<file path="src/rtl/prefix_subtractor_pipe.sv">
// Pipelined Kogge-Stone subtractor: A - B as A + ~B + 1 with a registered setup stage,
// one register per prefix level and a registered sum/flag stage behind a valid/ready handshake.
`ifndef LEN_DATA
`define LEN_DATA 32
`endif

module prefix_subtractor_pipe #(
   parameter int WIDTH = `LEN_DATA,
   parameter int LOG2W = $clog2(WIDTH),
   parameter int TAG_W = 5
) (
   input  logic             clk,
   input  logic             rst,
   input  logic             in_valid,
   output logic             in_ready,
   input  logic [WIDTH-1:0] in_a,
   input  logic [WIDTH-1:0] in_b,
   input  logic [TAG_W-1:0] in_tag,
   output logic             out_valid,
   input  logic             out_ready,
   output logic [WIDTH-1:0] out_diff,
   output logic             out_borrow,
   output logic             out_ovf,
   output logic             out_zero,
   output logic [TAG_W-1:0] out_tag
);

   // Index 0 is the setup stage, index k holds the result of prefix level k.
   logic [LOG2W:0][WIDTH-1:0]   g_q, g_d;
   logic [LOG2W-1:0][WIDTH-1:0] p_q, p_d;
   logic [LOG2W:0][WIDTH-1:0]   x_q, x_d;
   logic [LOG2W:0]              v_q, v_d;
   logic [LOG2W:0]              sa_q, sa_d;
   logic [LOG2W:0]              sb_q, sb_d;
   logic [LOG2W:0][TAG_W-1:0]   tag_q, tag_d;

   logic             out_valid_q, out_valid_d;
   logic [WIDTH-1:0] diff_q, diff_d;
   logic             borrow_q, borrow_d;
   logic             ovf_q, ovf_d;
   logic             zero_q, zero_d;
   logic [TAG_W-1:0] otag_q, otag_d;

   logic en;

   always_comb begin
      en          = ~out_valid_q | out_ready;
      g_d         = g_q;
      p_d         = p_q;
      x_d         = x_q;
      v_d         = v_q;
      sa_d        = sa_q;
      sb_d        = sb_q;
      tag_d       = tag_q;
      out_valid_d = out_valid_q;
      diff_d      = diff_q;
      borrow_d    = borrow_q;
      ovf_d       = ovf_q;
      zero_d      = zero_q;
      otag_d      = otag_q;

      if (en) begin
         // Carry-in of 1 is folded into bit 0's generate so the prefix tree needs no cin.
         g_d[0]    = in_a & ~in_b;
         p_d[0]    = in_a ^ ~in_b;
         x_d[0]    = in_a ^ ~in_b;
         g_d[0][0] = g_d[0][0] | p_d[0][0];
         v_d[0]    = in_valid;
         sa_d[0]   = in_a[WIDTH-1];
         sb_d[0]   = in_b[WIDTH-1];
         tag_d[0]  = in_tag;

         // Bits below the level distance see zero from the shift and pass through.
         for (int k = 1; k <= LOG2W; k++) begin
            g_d[k]   = g_q[k-1] | (p_q[k-1] & (g_q[k-1] << (1 << (k-1))));
            x_d[k]   = x_q[k-1];
            v_d[k]   = v_q[k-1];
            sa_d[k]  = sa_q[k-1];
            sb_d[k]  = sb_q[k-1];
            tag_d[k] = tag_q[k-1];
         end
         for (int k = 1; k < LOG2W; k++) begin
            p_d[k] = p_q[k-1] & ((p_q[k-1] << (1 << (k-1))) |
                                 ~({WIDTH{1'b1}} << (1 << (k-1))));
         end

         out_valid_d = v_q[LOG2W];
         diff_d      = x_q[LOG2W] ^ {g_q[LOG2W][WIDTH-2:0], 1'b1};
         borrow_d    = ~g_q[LOG2W][WIDTH-1];
         ovf_d       = (sa_q[LOG2W] ^ sb_q[LOG2W]) & (diff_d[WIDTH-1] ^ sa_q[LOG2W]);
         zero_d      = ~|diff_d;
         otag_d      = tag_q[LOG2W];
      end
   end

   always_ff @(posedge clk) begin
      if (rst) begin
         g_q         <= '0;
         p_q         <= '0;
         x_q         <= '0;
         v_q         <= '0;
         sa_q        <= '0;
         sb_q        <= '0;
         tag_q       <= '0;
         out_valid_q <= 1'b0;
         diff_q      <= '0;
         borrow_q    <= 1'b0;
         ovf_q       <= 1'b0;
         zero_q      <= 1'b0;
         otag_q      <= '0;
      end else begin
         g_q         <= g_d;
         p_q         <= p_d;
         x_q         <= x_d;
         v_q         <= v_d;
         sa_q        <= sa_d;
         sb_q        <= sb_d;
         tag_q       <= tag_d;
         out_valid_q <= out_valid_d;
         diff_q      <= diff_d;
         borrow_q    <= borrow_d;
         ovf_q       <= ovf_d;
         zero_q      <= zero_d;
         otag_q      <= otag_d;
      end
   end

   assign in_ready   = en;
   assign out_valid  = out_valid_q;
   assign out_diff   = diff_q;
   assign out_borrow = borrow_q;
   assign out_ovf    = ovf_q;
   assign out_zero   = zero_q;
   assign out_tag    = otag_q;

endmodule

</file>
<file path="config.mk">
export PLATFORM = sky130hd
export DESIGN_NAME = prefix_subtractor_pipe
export DESIGN_NICKNAME = d
export VERILOG_FILES = /design/src/rtl/prefix_subtractor_pipe.sv
export SDC_FILE = /design/constraint.sdc
export NUM_CORES = 1
export LEC_CHECK = 0
export BUFFER_PORTS_ARGS = -buffer_cell sky130_fd_sc_hd__clkbuf_2
export CORE_MARGIN = 2
export CORE_UTILIZATION = 25
export DETAILED_ROUTE_END_ITERATION = 12
export PLACE_DENSITY = 0.51
export SLEW_MARGIN = 20
export SYNTH_ARGS = -nofsm -noshare
export SYNTH_HDL_FRONTEND = slang
export SYNTH_SLANG_ARGS = --single-unit
</file>
<file path="constraint.sdc">
create_clock -name clk -period 1.3 [get_ports clk]
set_input_delay 0.195 -clock clk [delete_from_list [all_inputs] [get_ports clk]]
set_output_delay 0.195 -clock clk [all_outputs]
set_load 0.005 [all_outputs]
</file>
Word level (Yosys, flattened, before mapping)

Cells that the tools add are included.

Bitwise operators: 25
Reductions and logical operators: 2

Operators by type and width:

| kind                | number |
|---|---|
| bitwise AND 32 bit  | 10 |
| OR 32 bit           | 5 |
| bitwise XOR 32 bit  | 2 |
| NOT 32 bit          | 1 |
| OR reduction 32 bit | 1 |
| NOT 1 bit           | 2 |
| OR 1 bit            | 2 |
| bitwise XOR 1 bit   | 2 |
| bitwise AND 1 bit   | 1 |
| zero test 1 bit     | 1 |

Flip-flop bits (word level): 601
Bits of input ports: 73
Output and inout port bits: 42
Word-level logic and storage cells: 58

Logic depth before layout (Yosys ltp)

Depth in word-level cells: 3
Gate-level depth with buffers: 8
Depth with buffers taken out: 6

Worst setup path after synthesis

No wires, ideal clock.

Kind: reg2reg
Start: register out_valid_q (netlist: out_valid)
End: register g_q[77] (netlist bit)
Setup time: 0.140 ns
Arrival time: 1.164 ns
Required time: 1.160 ns
Setup slack: -0.004 ns
Cell stages (with the launch flop): 9
Buffers on the path: 4
Period minus slack after synthesis: 1.304 ns
Cell sequence: dfxtp_1 nor2b_4 buf_6 inv_2 buf_6 buf_6 buf_4 nor2_1 nor3_2

Longest elaborated chain between the ends: 2

Ends and longest elaborated chain:

| what                   | RTL line | text |
|---|---|---|
| start, declared        | 37       | `logic out_valid_q, out_valid_d;` |
| start signal, assigned | 119      | `out_valid_q <= out_valid_d;` |
| NOT 1 bit              | 47       | `en = ~out_valid_q \| out_ready;` |
| OR 1 bit               | 47       |  |
| end signal, assigned   | 112      | `g_q <= g_d;` |
| end, declared          | 29       | `logic [LOG2W:0][WIDTH-1:0] g_q, g_d;` |

No other way between the ends.
A chain may end at the register's enable or synchronous reset.

Worst setup path after layout

Start: register out_valid_q (netlist: out_valid)
End: output in_ready

Longest elaborated chain between the ends: 2

Ends and longest elaborated chain:

| what          | RTL line | text |
|---|---|---|
| NOT 1 bit     | 47       |  |
| OR 1 bit      | 47       |  |
| end, declared | 15       | `output logic in_ready,` |

No other way between the ends.

==> flow_metrics.py <==
metrics = {
    "clocking": {
        "cts_tree": "yes",
        "clock-sinks": 571,
        "htreeDepth": 2,
        "ctsLongestPathBuffers": 3,
        "cts_root_buf": "clkbuf_16",
        "clk_pin_slew_ps": 60,
        "numCtsBuffers": 61,
        "clkLatencyLatePin_ps": 620,
    },
    "sta": {
        "period_share_pct": 131,
        "maxSlewHeadroom_pct": 72.8,
        "setup_viol": 573,
        "layout_min_cycle_time_ps": 1700,
        "post-route-worst-setup-slack_ps": -399,
        "fin_skew_ps": 27.7,
        "finalMaxSlewViolations": 0,
        "tightest_slew_ps": 406,
        "rsz0062_at_grt": "true",
        "hold_viol": 0,
        "clock.fmax_mhz": 589,
        "final.setup.tns_ps": -151000,
    },
    "floorplan": {
        "core_area_um2": 83800,
        "rows": 106,
        "die_w_um": 295,
        "start_util_pct": 25.3,
        "dieArea_um2": 87300,
        "die_y_um": 295,
        "io_pins": 115,
    },
    "routing": {
        "wl_met3_um": 2380,
        "drc": 0,
        "wl_um": 68000,
        "drtIter0Drc": 1002,
        "ant_nets": 0,
        "wl_met2_um": 31000,
        "wl_met1_um": 33200,
        "vias_per_cell": 4.55,
        "first_pass_iters": 5,
        "vias": 18403,
        "top_layer": "met4",
        "wl_per_cell_um": 16.8,
    },
    "final_layout": {
        "fin_area_um2": 30800,
        "diodes": 0,
        "fin_util_pct": 36.8,
        "layout_common_cells": "603 x nand2_1, 563 x dfxtp_1, 366 x a21oi_1, 113 x clkbuf_2, 112 x a211oi_1",
        "nNetsFinal": 2970,
        "fillers": 8570,
        "drive_above_1_share_pct": 29.9,
        "area_growth_pct": 45.1,
        "layout_commonest_cell": "nand2_1",
    },
    "grt": {
        "first_global_vias": 17546,
        "grt_max_degree": 67,
        "antenna_found_initial": 0,
        "grt.overflow.total": 0,
        "grt.total_usage_pct": 15.1,
        "grt_pass1_wl_um": 105000,
    },
    "placed_design": {
        "routabilityCongestion": 0.752,
        "hpwl_um": 41800,
        "io_buffer_count": 114,
        "place_area_um2": 24000,
    },
    "setup_path": {
        "cp_data_arrival_time_ps": 1500,
        "critPathMaxFanout": 3,
        "r2r_slack_ps": -400,
        "worstSetupEndpointType": "output pin",
        "worstReg2RegEnd": "x_q[150]$_SDFFE_PP0P_",
        "crit_buf_inv": 4,
        "crit_type": "register to output pin",
        "cp_slowest_cell": "dfxtp_2",
        "worst_r2r_path_depth": 11,
        "crit_end": "in_ready",
        "cp_top_family": "buffers and inverters",
        "critPathMaxStageDelay_ps": 320,
        "cp-startpoint": "out_valid$_SDFFE_PP0P_",
        "regToRegStartpoint": "out_valid$_SDFFE_PP0P_",
        "cp.required_ps": 1110,
        "start_kind": "register",
        "crit_chain": "nor2b_4 -> buf_12 -> inv_12 -> buf_16 -> clkbuf_2",
        "cp_num_cells": 5,
    },
    "logic_synthesis": {
        "synth_top_family_by_area": "simple AND/OR/NAND/NOR gates",
        "synth_compound_area_share_pct": 15.4,
        "yosys.area_share.simple_pct": 21.9,
        "synth_fa_ha_area_share_pct": 1.89,
        "synth.area.top_cells": "dfxtp_1 54%, nand2_1 13%, a21oi_1 9.6%",
        "synth_cell_types": 23,
        "netlist_area_um2": 21200,
        "yosys.area.top_type": "dfxtp_1",
        "synthMuxAreaShare_pct": 0,
        "yosys_warnings": 0,
        "synthesis.nets": 2655,
        "synth-seq-cells": 571,
        "synth_seq_area_share_pct": 53.8,
        "synthXorXnorAreaFrac_pct": 1.28,
        "postSynthAreaPerCell_um2": 8.32,
        "synth_cells": 2550,
        "synth_top_area_share_pct": 53.8,
    },
    "power_and_ir_drop": {
        "ir_drop_mv": 0.994,
        "p_per_area_nw_per_um2": 1220,
        "power_mw": 37.5,
        "cellLeakagePower_nw": 11.4,
    },
    "job": {
        "maxCapViolCount": 0,
    },
    "run_status": {
        "violations": "negative setup slack",
        "run_status": "complete, but fails checks",
    },
    "hold_path": {
        "hp-class": "input port to register",
    },
}
## worst register-to-register path, stage by stage, from the launching register on
cell and delay, ps:
dfxtp_2 320, nor2b_4 180, buf_12 130, inv_12 40, buf_4 140, buf_16 130
buf_12 140, buf_12 150, buf_12 130, buf_16 120, nand2_1 60, a21oi_1 50
## routing by layer
layer  vias to the layer above  track usage (%)
li1                       9286                -
met1                      8734             21.8
met2                       294             24.0
met3                        89             1.75
met4                         0             3.64
met5                         -                0
## Yosys cell counts
master / count
nand2_1: 714
dfxtp_1: 571
a21oi_1: 406
nor2_1: 167
a211oi_1: 163
nor3_1: 106
nand3_1: 100
clkbuf_1: 71
buf_2: 67
ha_1: 32
inv_1: 32
xnor2_1: 31
buf_6: 26
nor3_2: 24
buf_4: 22
nand4_1: 7
buf_1: 5
a311oi_1: 1
inv_2: 1
nand3b_1: 1
nor2b_4: 1
nor4_1: 1
or3b_1: 1
## power by group
part	switching [mW]	leakage (nW)	internal, mW
clock	7.19	0.982	10.1
combinational	0.878	5.80	0.852
sequential	0.515	4.64	17.9
## flip-flops by register name, summed over array words and instances, names as in the netlist
register    count
g_q           192
x_q           188
p_q           102
out_diff       32
tag_q          30
sa_q            6
sb_q            6
v_q             6
out_tag         5
out_borrow      1
out_ovf         1
out_valid       1
out_zero        1
## layout make-up
class / instances / area [um^2] / share of cell area, %
Inverter: 33 / 136 / 0.443
Timing Repair inverter: 1 / 11.3 / 0.0366
Tap cell: 1134 / 1420 / 4.61
Multi-Input combinational cell: 1755 / 10200 / 33.2
Clock inverter: 14 / 144 / 0.467
Clock buffer: 94 / 1850 / 6.01
Timing Repair Buffer: 442 / 5590 / 18.1
Sequential cell: 571 / 11400 / 37.1
## per-stage QoR
step	setup WS (ps)	hold WS [ps]	cells
floorplan	-4.08	335	2550
global placement	-235	426	3773
detailed placement	-282	431	3773
CTS	-429	1.18	4028
global route	-460	29.7	4044
finish	-399	14.5	4044
## timing repair
item | CTS | global route
gates resized for setup | 367 | 221
hold endpoints to repair | 60 | 0
setup buffers | 49 | 13
cloned | 55 | 7
pin swaps | 57 | 26
endpoints found under the setup margin | 582 | 606
hold buffers | 43 | 0
## how the worst min path moves through the flow
stage	startpoint	to	slack [ps]	cells after the start
3_5_place_dp	in_tag[3]	tag_q[3]$_SDFFE_PP0P_	430	3
2_1_floorplan	in_a[31]	sa_q[0]$_SDFFE_PP0P_	340	2
4_1_cts	in_a[7]	g_q[7]$_SDFFE_PP0P_	1	4
6_report	in_b[1]	x_q[1]$_SDFFE_PP0P_	10	5
3_3_place_gp	in_valid	v_q[0]$_SDFFE_PP0P_	430	3
5_1_grt	in_a[6]	g_q[6]$_SDFFE_PP0P_	30	4
## kinds of logic (layout without fill, tap and decap cells)
| kind of cell | count (synthesis) | in the layout |
|---|---|---|
| AND/OR/NAND/NOR | 1122 | 1122 |
| flip-flops | 571 | 571 |
| AO/OA/AOI/OAI | 570 | 570 |
| buffers and inverters | 224 | 584 |
| adder cells (fa/ha/maj) | 32 | 32 |
| XOR/XNOR | 31 | 31 |
Note: power is estimated with default switching activity, not from simulation.
